`src/rtl/noc_pkg.sv`:
```
// Shared NoC definitions for the PageRank fetch side: request encoding,
// response field layout and the gather controller state type.
package noc_pkg;

    localparam logic [5:0] REQ_IDLE     = 6'd0;
    localparam int         RSP_ID_W     = 6;
    localparam int         RSP_ID_LSB   = 0;
    localparam int         RSP_DATA_LSB = 6;

    typedef enum logic [1:0] {
        ST_IDLE,
        ST_ISSUE,
        ST_DRAIN,
        ST_DONE
    } state_e;

endpackage

```
`src/rtl/rank_scoreboard.sv`:
```
// Outstanding-request table: allocate lowest free entry, retire lowest
// matching entry, flush on abort. Duplicate ids are allowed.
module rank_scoreboard
    import noc_pkg::*;
#(
    parameter int MAX_OUT = 8
) (
    input  logic                clk,
    input  logic                reset,
    input  logic                alloc_en,
    input  logic [RSP_ID_W-1:0] alloc_id,
    input  logic                match_en,
    input  logic [RSP_ID_W-1:0] match_id,
    input  logic                flush,
    output logic                hit,
    output logic                empty,
    output logic                full
);

    logic [MAX_OUT-1:0]  valid_q;
    logic [MAX_OUT-1:0]  valid_d;
    logic [MAX_OUT-1:0]  match_vec;
    logic [MAX_OUT-1:0]  match_pick;
    logic [MAX_OUT-1:0]  free_pick;
    logic [RSP_ID_W-1:0] id_q [MAX_OUT];
    logic [RSP_ID_W-1:0] id_d [MAX_OUT];

    genvar gi;
    generate
        for (gi = 0; gi < MAX_OUT; gi++) begin : g_cmp
            assign match_vec[gi] = valid_q[gi] && (id_q[gi] == match_id);
        end
    endgenerate

    // x & -x isolates the lowest set bit; both picks see start-of-cycle state.
    assign free_pick  = ~valid_q & (valid_q + MAX_OUT'(1));
    assign match_pick = match_vec & (~match_vec + MAX_OUT'(1));
    assign hit        = |match_vec;
    assign empty      = ~|valid_q;
    assign full       = &valid_q;

    always_comb begin
        valid_d = valid_q;
        id_d    = id_q;
        if (match_en) begin
            valid_d = valid_d & ~match_pick;
        end
        if (alloc_en) begin
            valid_d = valid_d | free_pick;
            for (int i = 0; i < MAX_OUT; i++) begin
                if (free_pick[i]) begin
                    id_d[i] = alloc_id;
                end
            end
        end
        if (flush) begin
            valid_d = '0;
        end
    end

    always_ff @(posedge clk) begin
        if (reset) begin
            valid_q <= '0;
        end else begin
            valid_q <= valid_d;
        end
    end

    always_ff @(posedge clk) begin
        id_q <= id_d;
    end

endmodule

```
`src/rtl/rank_gather.sv`:
```
// Per-cluster PageRank fetch controller: issues a batch of page ids onto the
// NoC, matches replies against a scoreboard and returns one saturated sum.
module rank_gather
    import noc_pkg::*;
#(
    parameter int DATA_W  = 16,
    parameter int MAX_OUT = 8,
    parameter int ACC_W   = DATA_W + 4,
    parameter int TIMEOUT = 255
) (
    input  logic                 clk,
    input  logic                 reset,
    input  logic                 cmd_valid,
    output logic                 cmd_ready,
    input  logic [5:0]           cmd_page,
    input  logic                 cmd_last,
    output logic [5:0]           request,
    input  logic                 resp_valid,
    input  logic [DATA_W+5:0]    response,
    output logic                 sum_valid,
    input  logic                 sum_ready,
    output logic [ACC_W-1:0]     sum,
    output logic [6:0]           sum_count,
    output logic                 timeout_err,
    output logic                 unexpected_err
);

    localparam int              IDLE_W    = $clog2(TIMEOUT + 1);
    localparam logic [IDLE_W-1:0] IDLE_MAX = IDLE_W'(TIMEOUT);
    localparam logic [6:0]      COUNT_MAX = 7'h7F;

    state_e              state_q, state_d;
    logic                alive_q;
    logic [5:0]          request_q, request_d;
    logic [ACC_W-1:0]    sum_q, sum_d;
    logic [6:0]          count_q, count_d;
    logic [IDLE_W-1:0]   idle_q, idle_d;
    logic                terr_q, terr_d;
    logic                uerr_q, uerr_d;

    logic                cmd_fire;
    logic                rsp_active;
    logic                match_fire;
    logic                sb_hit, sb_empty, sb_full, sb_flush;
    logic [DATA_W-1:0]   reply;
    logic [RSP_ID_W-1:0] rsp_id;
    logic [ACC_W:0]      sum_wide;

    assign reply      = response[RSP_DATA_LSB +: DATA_W];
    assign rsp_id     = response[RSP_ID_LSB +: RSP_ID_W];
    assign rsp_active = resp_valid && (state_q == ST_ISSUE || state_q == ST_DRAIN);
    assign match_fire = rsp_active && sb_hit;
    assign cmd_fire   = cmd_valid && cmd_ready;
    assign sum_wide   = (ACC_W + 1)'(sum_q) + (ACC_W + 1)'(reply);

    rank_scoreboard #(
        .MAX_OUT (MAX_OUT)
    ) u_sb (
        .clk      (clk),
        .reset    (reset),
        .alloc_en (cmd_fire),
        .alloc_id (cmd_page),
        .match_en (rsp_active),
        .match_id (rsp_id),
        .flush    (sb_flush),
        .hit      (sb_hit),
        .empty    (sb_empty),
        .full     (sb_full)
    );

    // alive_q holds cmd_ready low for the first cycle after reset.
    always_comb begin
        cmd_ready = 1'b0;
        if (alive_q) begin
            case (state_q)
                ST_IDLE:  cmd_ready = 1'b1;
                ST_ISSUE: cmd_ready = !sb_full;
                default:  cmd_ready = 1'b0;
            endcase
        end
    end

    always_comb begin
        state_d   = state_q;
        request_d = cmd_fire ? cmd_page : REQ_IDLE;
        sum_d     = sum_q;
        count_d   = count_q;
        idle_d    = idle_q;
        terr_d    = terr_q;
        uerr_d    = uerr_q;
        sb_flush  = 1'b0;

        if (resp_valid && !match_fire) begin
            uerr_d = 1'b1;
        end
        if (match_fire) begin
            sum_d   = sum_wide[ACC_W] ? '1 : sum_wide[ACC_W-1:0];
            count_d = (count_q == COUNT_MAX) ? count_q : count_q + 7'd1;
        end

        if (cmd_fire || match_fire) begin
            idle_d = '0;
        end else if (state_q == ST_DRAIN && idle_q != IDLE_MAX) begin
            idle_d = idle_q + IDLE_W'(1);
        end

        case (state_q)
            ST_IDLE: begin
                if (cmd_fire) begin
                    sum_d   = '0;
                    count_d = '0;
                    state_d = cmd_last ? ST_DRAIN : ST_ISSUE;
                end
            end
            ST_ISSUE: begin
                if (cmd_fire && cmd_last) begin
                    state_d = ST_DRAIN;
                end
            end
            ST_DRAIN: begin
                // A reply matched in the abort cycle is already folded into sum_d.
                if (sb_empty) begin
                    state_d = ST_DONE;
                end else if (idle_q == IDLE_MAX) begin
                    terr_d   = 1'b1;
                    sb_flush = 1'b1;
                    state_d  = ST_DONE;
                end
            end
            default: begin
                if (sum_ready) begin
                    state_d = ST_IDLE;
                end
            end
        endcase
    end

    always_ff @(posedge clk) begin
        if (reset) begin
            state_q   <= ST_IDLE;
            alive_q   <= 1'b0;
            request_q <= REQ_IDLE;
            sum_q     <= '0;
            count_q   <= '0;
            idle_q    <= '0;
            terr_q    <= 1'b0;
            uerr_q    <= 1'b0;
        end else begin
            state_q   <= state_d;
            alive_q   <= 1'b1;
            request_q <= request_d;
            sum_q     <= sum_d;
            count_q   <= count_d;
            idle_q    <= idle_d;
            terr_q    <= terr_d;
            uerr_q    <= uerr_d;
        end
    end

    assign request        = request_q;
    assign sum_valid      = (state_q == ST_DONE);
    assign sum            = sum_q;
    assign sum_count      = count_q;
    assign timeout_err    = terr_q;
    assign unexpected_err = uerr_q;

endmodule

```
`config.mk`:
```
export PLATFORM = sky130hd
export DESIGN_NAME = rank_gather
export DESIGN_NICKNAME = d
export VERILOG_FILES = /design/src/rtl/noc_pkg.sv /design/src/rtl/rank_scoreboard.sv /design/src/rtl/rank_gather.sv
export SDC_FILE = /design/constraint.sdc
export NUM_CORES = 1
export LEC_CHECK = 0
export CAP_MARGIN = 30
export CORE_UTILIZATION = 45
export DETAILED_ROUTE_END_ITERATION = 10
export GPL_TIMING_DRIVEN = 0
export PLACE_DENSITY_LB_ADDON = 0.1
export SLEW_MARGIN = 30
export SYNTH_ARGS = -nofsm -noshare
export SYNTH_HDL_FRONTEND = slang
export SYNTH_SLANG_ARGS = --single-unit
```
`constraint.sdc`:
```
create_clock -name clk -period 3.7 [get_ports clk]
set_input_delay 0.74 -clock clk [delete_from_list [all_inputs] [get_ports clk]]
set_output_delay 0.74 -clock clk [all_outputs]
set_load 0.1 [all_outputs]
```
* Yosys cells after proc, flatten, opt, wreduce, memory -nomap -nowiden
Cells that the tools add are included.
** Storage, ports and cells
- Register bits after elaboration :: 102
- Bits in latches :: 0
- RAM bits :: 0
- ROM bits :: 0
- Output and inout port bits :: 37
- Memories kept :: 0
** Operators by class
- Add/sub/neg operators :: 5
- Multiply operators :: 0
- Divide/modulo/power cells :: 0
- Magnitude comparators :: 0
- Equality and inequality tests :: 17
- Shifts and indexed selects :: 0
- Multiplexer cells :: 23
- Bitwise gates (word level) :: 8
- Reductions and logical operators :: 36
** Operator list (count)
- $mux 20 :: 4
- $eq 6x6->1 :: 8
- $mux 7 :: 4
- $add 8x1->8 const B :: 3
- $and 8x8->8 :: 3
- $not 8->8 :: 3
- $add 20x16->21 :: 1
- $mux 8 :: 2
- $reduce_and 2->1 :: 8
- $reduce_or 8->1 :: 2
- $logic_and 1x1->1 :: 14
- $mux 2 :: 6
- $eq 8x8->1 const B :: 1
- $ne 8x8->1 const B :: 1
- $or 8x8->8 :: 1
- $reduce_and 8->1 :: 1
- $add 7x1->7 const B :: 1
- $eq 7x7->1 const B :: 1
- $pmux 2 s3 :: 1
- $reduce_or 2->1 :: 3
- $mux 1 :: 5
- $eq 2x2->1 const B :: 2
- $reduce_and 4->1 :: 1
- $reduce_bool 4->1 :: 1
- 10 further kinds :: 12

* Depth between registers and ports, before layout
Gate-level depths: netlist of the first run.
- Word-level depth :: 10
- Mapped depth :: 10
- Mapped depth without buffers :: 9

* Hierarchy
A second synthesis of the first run with hierarchy kept.
** Unflattened totals
- Cell total of the unflattened synthesis :: 489
- Area, all modules :: 5170.0 µm²
** Modules (own cells, without submodules)
- rank_gather :: instances 1, cells an instance 310, area an instance 2622.5 µm², seq. area each 920.9 µm²
- rank_scoreboard :: instances 1, cells an instance 179, area an instance 2547.4 µm², seq. area each 1601.5 µm²

* Least setup slack after synthesis of the first run
Ideal clock, no wire load.
- Path kind :: register -> output
- Start point :: register state_q[1]
- End point :: output cmd_ready
- Arrival :: 2.933 ns
- Setup slack :: 0.027 ns
- Cell stages (with the launch flop) :: 5
- Path through :: dfxtp_1 > inv_1 > ha_1 > o21ai_0 > a21boi_0
** On the way
- Cells in the longest elaborated chain, start to end :: 3
- Elaborated cells on any way between the ends :: 4
** Ends and longest elaborated chain
- from (decl) :: line rank_gather.sv:32 : state_e state_q, state_d;
- from (signal assigned) :: line rank_gather.sv:149 : state_q <= state_d;
- $eq 2x1->1 / $logic_not 2->1 (equally long branches) :: line rank_gather.sv:75 : case (state_q)
- $pmux 1 s2 (*) :: line rank_gather.sv:75
- $mux 1 (*) :: line rank_gather.sv:74 : if (alive_q) begin
- to (decl) :: line rank_gather.sv:14 : output logic cmd_ready,
Every way passes the cells marked *; elsewhere a longest branch is shown, timed or not.

* Worst setup path in the final report of the first run
- Start point :: register state_q[0]
- End point :: output cmd_ready
Same word-level chain as after synthesis.

==> metrics.csv, run 1 <==
stage,metric,value,unit
outcome,outcome,"finished, final reports clean",
clocking,cts bufs inserted,9,
floorplan,Die Wd,109,um
critical_path,crit end category,primary output,
detailed_routing,Pre-Repair DR Iteration Count,4,
final_layout,# fillers,972,
floorplan,I/O pins,71,
detailed_routing,"wirelength, routed",11500,um
clocking,worst skew pair latency,350,ps
sta,final worst-path cycle share,92.8,%
global_routing,pin count of the biggest net entering global routing,18,
synthesis,asr flop ratio synth,0,%
global_routing,initial antenna violation count,0,
sta,measured slew at the worst slew-check pin,974,ps
sta,clk_skew,8.71,ps
clocking,hold-fix buffer count after cts,0,
synthesis,top cell type's share of synthesized area,28.0,%
detailed_routing,routed vias,3886,
clocking,clk root buf,clkbuf_16,
clocking,Post-CTS Setup Inserts,0,
synthesis,post-synth net total,544,
detailed_routing,via/cell ratio,5.51,
final_layout,FF+latch area,0.00252,sq mm
clocking,cts repair resizes,0,
critical_path,CP required,2960,ps
synthesis,Post-synth EDFFs,48,
pwr,Leakage,2.30,nW
synthesis,Synth area leader,edfxtp_1,
final_layout,ANT cells,0,
floorplan,full die area,0.0119,sq mm
detailed_routing,Remaining DRCs,0,
global_routing,first-pass GRT wire length,18700,um
detailed_routing,ANT nets after route,0,
sta,Final Slew Violations,0,
synthesis,Syn Std Cell Area,0.00515,sq mm
floorplan,Initial Util,46.9,%
pwr,Worst VDD drop,0.356,mV
clocking,Worst-path clk slew,70,ps
pwr,power per cell area,412,mW/mm^2
sta,Finish-stage setup viols,0,
synthesis,Netlist cell types,56,
placed_design,Final GP Congestion,0.837,
global_routing,Global Route Usage Sum,20.9,%
synthesis,Area contributors post-synth,"edfxtp_1 28%, dfxtp_1 21%, xor2_1 6.1%, xnor2_1 5.6%, ha_1 5.6%",
synthesis,"Primary FF master, synth",dfxtp_1,
synthesis,sequential area share after synthesis,49.0,%
sta,Max-slew headroom,34.8,%
placed_design,pre-CTS WS,75.0,ps
sta,setup TNS,0,ps
sta,FMAX,0.291,GHz
critical_path,crit path DAT,2690,ps
sta,slack of the critical path,265,ps
floorplan,core footprint,0.0110,sq mm
floorplan,row cnt,38,
detailed_routing,Iteration-0 DRC Markers,192,
clocking,Clock Path Buffers,2,
worst_hold_path,worst hold-check path type,reg2reg,
synthesis,Synth Area per Inst,10.6,sq um
global_routing,total grt overflow,0,
final_layout,most frequent cells in the layout,"63 x clkdlybuf4s50_1, 54 x dfxtp_1, 48 x edfxtp_1",
critical_path,Startpoint Class,register,
clocking,Num Clock Sinks,102,
critical_path,Crit Path Category,reg2out,
final_layout,share of cells above drive strength 1,7.26,%
sta,unrepaired setup endpoints after global routing,no,
placed_design,hpwl dp,8380,um
synthesis,Syn Inst Count,486,
final_layout,# nets final,618,
sta,fin crit period,3430,ps
floorplan,Vert. Die Dim,109,um
job,Max Cap Viol,0,
sta,"Hold Violations, Final",0,
final_layout,area of the multi-input gates,0.00249,sq mm
critical_path,CP Max Fanout,7,
synthesis,"flops & latches, synth",102,
placed_design,port bufs,63,
detailed_routing,routed len/inst,16.3,um
global_routing,vias in the first global route,3773,
final_layout,"most common cell after layout, fill and taps aside",clkdlybuf4s50_1,
synthesis,yosys warns,0,
clocking,H-tree depth,3,
final_layout,area delta synth->final,21.2,%
clocking,TritonCTS clock tree,done,
-- power by group --
group	switching, mW	internal [mW]	total, mW	leakage, nW
combinational	0.286	0.156	0.441	1.30
sequential	0.0267	1.21	1.24	0.870
clock	0.432	0.464	0.897	0.131
total	0.745	1.83	2.58	2.30
-- state kept, by name, indices dropped and copies added (netlist names) --
name and cells:
u_sb.id_q 48, unexpected_err 1, alive_q 1, sum 20, u_sb.valid_q 8, timeout_err 1, request 6, state_q 2
idle_q 8, sum_count 7
-- kinds of logic after synthesis --
| family | share of synthesized area, % |
|---|---|
| compound gates | 15.2 |
| fa+ha+maj | 5.98 |
| mux | 0.194 |
| buf+inv | 3.01 |
| flops | 49.0 |
| simple gates | 14.9 |
| xor+xnor | 11.7 |
-- metrics by stage --
| step | cell area (sq um) | total power, mW | hold slack (ps) | util (%) | instances |
|---|---|---|---|---|---|
| after floorplan | 5150 | 1.57 | 454 | - | 486 |
| after CTS | 6240 | 2.59 | 489 | 56.8 | 705 |
| after global placement | 5960 | 1.69 | 464 | 54.2 | 689 |
| final | 6240 | 2.58 | 482 | 56.9 | 705 |
| after detailed placement | 5960 | 1.70 | 472 | 54.3 | 689 |
| after global routing | 6240 | 2.68 | 520 | 56.9 | 705 |
-- final timing paths --
kind	start	to	slack, ps	cells after the start
setup reg to reg	sum[0]	sum[14]	930	10
hold reg to reg	idle_q[1]	idle_q[1]	480	2
hold / removal	idle_q[1]	idle_q[1]	480	2
setup / recovery	state_q[0]	cmd_ready	270	5
-- worst max-delay path: stages, from the launching register on --
cell,delay (ps)
dfxtp_1,380
inv_1,110
ha_1,320
inv_1,110
a21boi_0,240
clkdlybuf4s50_1,1180
-- cell usage after synthesis (all sizes together), types with 2 or more instances --
library cell / count
edfxtp: 48
a221oi: 2
and3: 15
a21oi: 41
xor2: 36
nand2: 21
o21ai: 31
and4: 2
and2: 5
a31o: 4
clkbuf: 5
a21o: 8
nor2b: 8
or2: 2
nand3: 7
nor4: 11
a31oi: 10
xnor2: 33
o21bai: 4
inv: 11
o311a: 2
dfxtp: 54
ha: 23
a211oi: 10
nor3: 11
o211ai: 2
o21a: 2
nand4: 13
nor2: 36
buf: 10
or3: 2
-- area by class of cell --
class | count | share of cell area, %
Tap cell | 140 | 2.81
Buffer | 15 | 1.76
Timing Repair Buffer | 63 | 10.1
Multi-Input combinational cell | 357 | 39.8
Inverter | 12 | 0.721
Clock buffer | 11 | 3.73
Clock inverter | 5 | 0.681
Sequential cell | 102 | 40.4
-- layer usage --
metal	vias up	part of all wire, %	GRT usage [%]
li1	1929	-	-
met1	1875	47	27.7
met2	70	48	34.6
met3	12	3.5	4.00
met4	0	1.3	6.37
met5	-	0	0
Power figures use the tool's default switching activity.
==> run 2, diff against run 1 <==
--- a/config.mk
+++ b/config.mk
@@ -8,7 +8,6 @@
 export CAP_MARGIN = 30
 export CORE_UTILIZATION = 45
 export DETAILED_ROUTE_END_ITERATION = 10
-export GPL_TIMING_DRIVEN = 0
 export PLACE_DENSITY_LB_ADDON = 0.1
 export SLEW_MARGIN = 30
 export SYNTH_ARGS = -nofsm -noshare
==> run 2 against run 1 <==
Net effect: sequential share of layout area shrank 0.23 points; power grew 0.68%; via count shrank 0.44%; largest power group unchanged; largest cell class unchanged; highest routed layer unchanged; global-route usage shrank 0.58 points; final area grew 0.58%; setup slack gained 270 ps; critical path depth grew 5; register-to-register slack gained 90 ps.
==> metrics.csv, run 2 (synthesis gave the netlist of run 1 again) <==
stage,metric,value,unit
pwr,power per cell area,413,mW/mm^2
clocking,H-tree depth,3,
clocking,cts bufs inserted,9,
final_layout,"most common cell after layout, fill and taps aside",clkdlybuf4s50_1,
sta,slack of the critical path,537,ps
sta,"Hold Violations, Final",0,
floorplan,I/O pins,71,
outcome,outcome,"finished, final reports clean",
critical_path,Crit Path Category,in2reg,
critical_path,FF-to-FF Start,sum[0],
critical_path,Startpoint Class,input pin,
final_layout,# fillers,971,
sta,FMAX,0.316,GHz
critical_path,CP bufs+invs,1,
detailed_routing,ANT nets after route,0,
clocking,clk root buf,clkbuf_16,
sta,setup TNS,0,ps
final_layout,"Core Util, Final",57.2,%
global_routing,GRT busiest layer,met2,
final_layout,FF+latch area,0.00252,sq mm
critical_path,FF-to-FF End,sum[1],
critical_path,R2R cell count,9,
critical_path,WP depth,10,
critical_path,CP max-delay cell,fa_1,
clocking,Num Clock Sinks,102,
detailed_routing,via/cell ratio,5.47,
critical_path,"CP delay by family, top",compound AO/OA/AOI/OAI gates,
global_routing,total grt overflow,0,
floorplan,Die Wd,109,um
critical_path,Critical Path Sink,sum[1],
floorplan,core footprint,0.0110,sq mm
critical_path,CP required,3920,ps
final_layout,Top reg by flops,u_sb.id_q,
sta,measured slew at the worst slew-check pin,995,ps
pwr,Int Pwr,1.84,mW
detailed_routing,routed len/inst,16.1,um
placed_design,port bufs,70,
critical_path,crit end category,register,
clocking,worst skew pair latency,350,ps
clocking,TritonCTS clock tree,done,
worst_hold_path,worst hold-check path type,reg2reg,
detailed_routing,Iteration-0 DRC Markers,179,
global_routing,GRT met2 Usage,32.9,%
pwr,P_sw,0.750,mW
sta,Final Slew Violations,0,
clocking,Worst-path clk slew,70,ps
critical_path,"Cell Chain, Critical Path",clkdlybuf4s50_1 > ha_1 > fa_1 > a211oi_1 > o21bai_1 > o21a_1 > o21ai_1 > nor3_2 > nor2_4 > a21oi_1,
critical_path,Worst Setup SP,response[6],
detailed_routing,routed vias,3869,
critical_path,Max stage delay on crit path,430,ps
pwr,Clock power frac,35.3,%
placed_design,Final GP Congestion,0.816,
clocking,Clock Path Buffers,2,
final_layout,ANT cells,0,
final_layout,area delta synth->final,21.9,%
detailed_routing,Remaining DRCs,0,
global_routing,met3 Use GR,4.84,%
final_layout,most frequent cells in the layout,"68 x clkdlybuf4s50_1, 54 x dfxtp_1, 48 x edfxtp_1",
global_routing,Global Route Usage Sum,20.4,%
floorplan,Initial Util,46.9,%
final_layout,# nets final,620,
placed_design,pre-CTS WS,188,ps
job,Max Cap Viol,0,
critical_path,worst reg2reg setup slack,1020,ps
clocking,hold-fix buffer count after cts,0,
floorplan,Vert. Die Dim,109,um
global_routing,vias in the first global route,3627,
sta,clk_skew,7.32,ps
pwr,Sw Share,28.9,%
pwr,Leakage,2.34,nW
critical_path,CP Max Fanout,16,
sta,final worst-path cycle share,85.5,%
global_routing,grt met1 use,27.8,%
global_routing,initial antenna violation count,0,
clocking,cts repair resizes,0,
sta,unrepaired setup endpoints after global routing,no,
global_routing,first-pass GRT wire length,18200,um
detailed_routing,"wirelength, routed",11300,um
floorplan,full die area,0.0119,sq mm
clocking,Post-CTS Setup Inserts,0,
sta,Finish-stage setup viols,0,
pwr,sequential power share,47.7,%
placed_design,hpwl dp,8510,um
sta,Max-slew headroom,33.5,%
final_layout,max reg flops,48,
detailed_routing,Pre-Repair DR Iteration Count,4,
floorplan,row cnt,38,
final_layout,area of the multi-input gates,0.00248,sq mm
critical_path,crit path DAT,3390,ps
pwr,combinational share of power,17.0,%
sta,fin crit period,3160,ps
final_layout,share of cells above drive strength 1,7.76,%
pwr,Worst VDD drop,0.314,mV
global_routing,pin count of the biggest net entering global routing,20,
run 2: changes by cell type in the layout (fill, tap and decap cells not counted), sizes merged:
cell	previous run	this run
inv	13	17
buf	10	12
clkinvlp	1	0
clkdlybuf4s50	63	68
clkbuf	16	9
clkinv	3	2
run 2: routing by layer:
layer  vias to the layer above  wire length [um]
met2                        71              5320
met5                         -                 0
li1                       1947                 -
met4                         0                79
met3                         7               479
met1                      1844              5470
run 2: final cells by class:
type                            instances  share of cell area, %
Multi-Input combinational cell        357                   39.5
Sequential cell                       102                   40.2
Timing Repair Buffer                   80                   12.3
Clock inverter                          7                  0.996
Inverter                               12                  0.717
Clock buffer                            9                   3.59
Tap cell                              140                   2.79
run 2: how the worst min path moves through the flow:
stage | slack, ps | start | cells past startpoint | end
5_1_grt | 490 | idle_q[1] | 2 | idle_q[1]
4_1_cts | 480 | idle_q[1] | 2 | idle_q[1]
6_report | 480 | idle_q[1] | 2 | idle_q[1]
2_1_floorplan | 450 | idle_q[1] | 2 | idle_q[1]
3_3_place_gp | 460 | idle_q[1] | 2 | idle_q[1]
3_5_place_dp | 470 | idle_q[1] | 2 | idle_q[1]
run 2: worst register-to-register path, stage by stage (launching register included):
cell and delay, ps:
dfxtp_1 330, ha_1 230, fa_1 430, a211oi_1 280
o21bai_1 150, o21a_1 240, o21ai_1 320, nor3_2 120
nor2_4 330, a21oi_1 130
run 2: power groups by stage:
stage                     sequential, mW  clock [mW]  combinational [mW]
after floorplan                     1.29           0               0.280
after global placement              1.26           0               0.431
after detailed placement            1.26           0               0.439
after CTS                           1.24       0.945               0.442
after global routing                1.24       0.979               0.481
final                               1.24       0.916               0.441
run 2: metrics by stage:
stage          cell area [sq um]  power [mW]  instances  hold WS [ps]
6_report                    6280        2.59        707           477
3_5_place_dp                5990        1.70        691           468
2_1_floorplan               5150        1.57        486           454
5_1_grt                     6280        2.70        707           493
4_1_cts                     6280        2.62        707           479
3_3_place_gp                5990        1.69        691           464
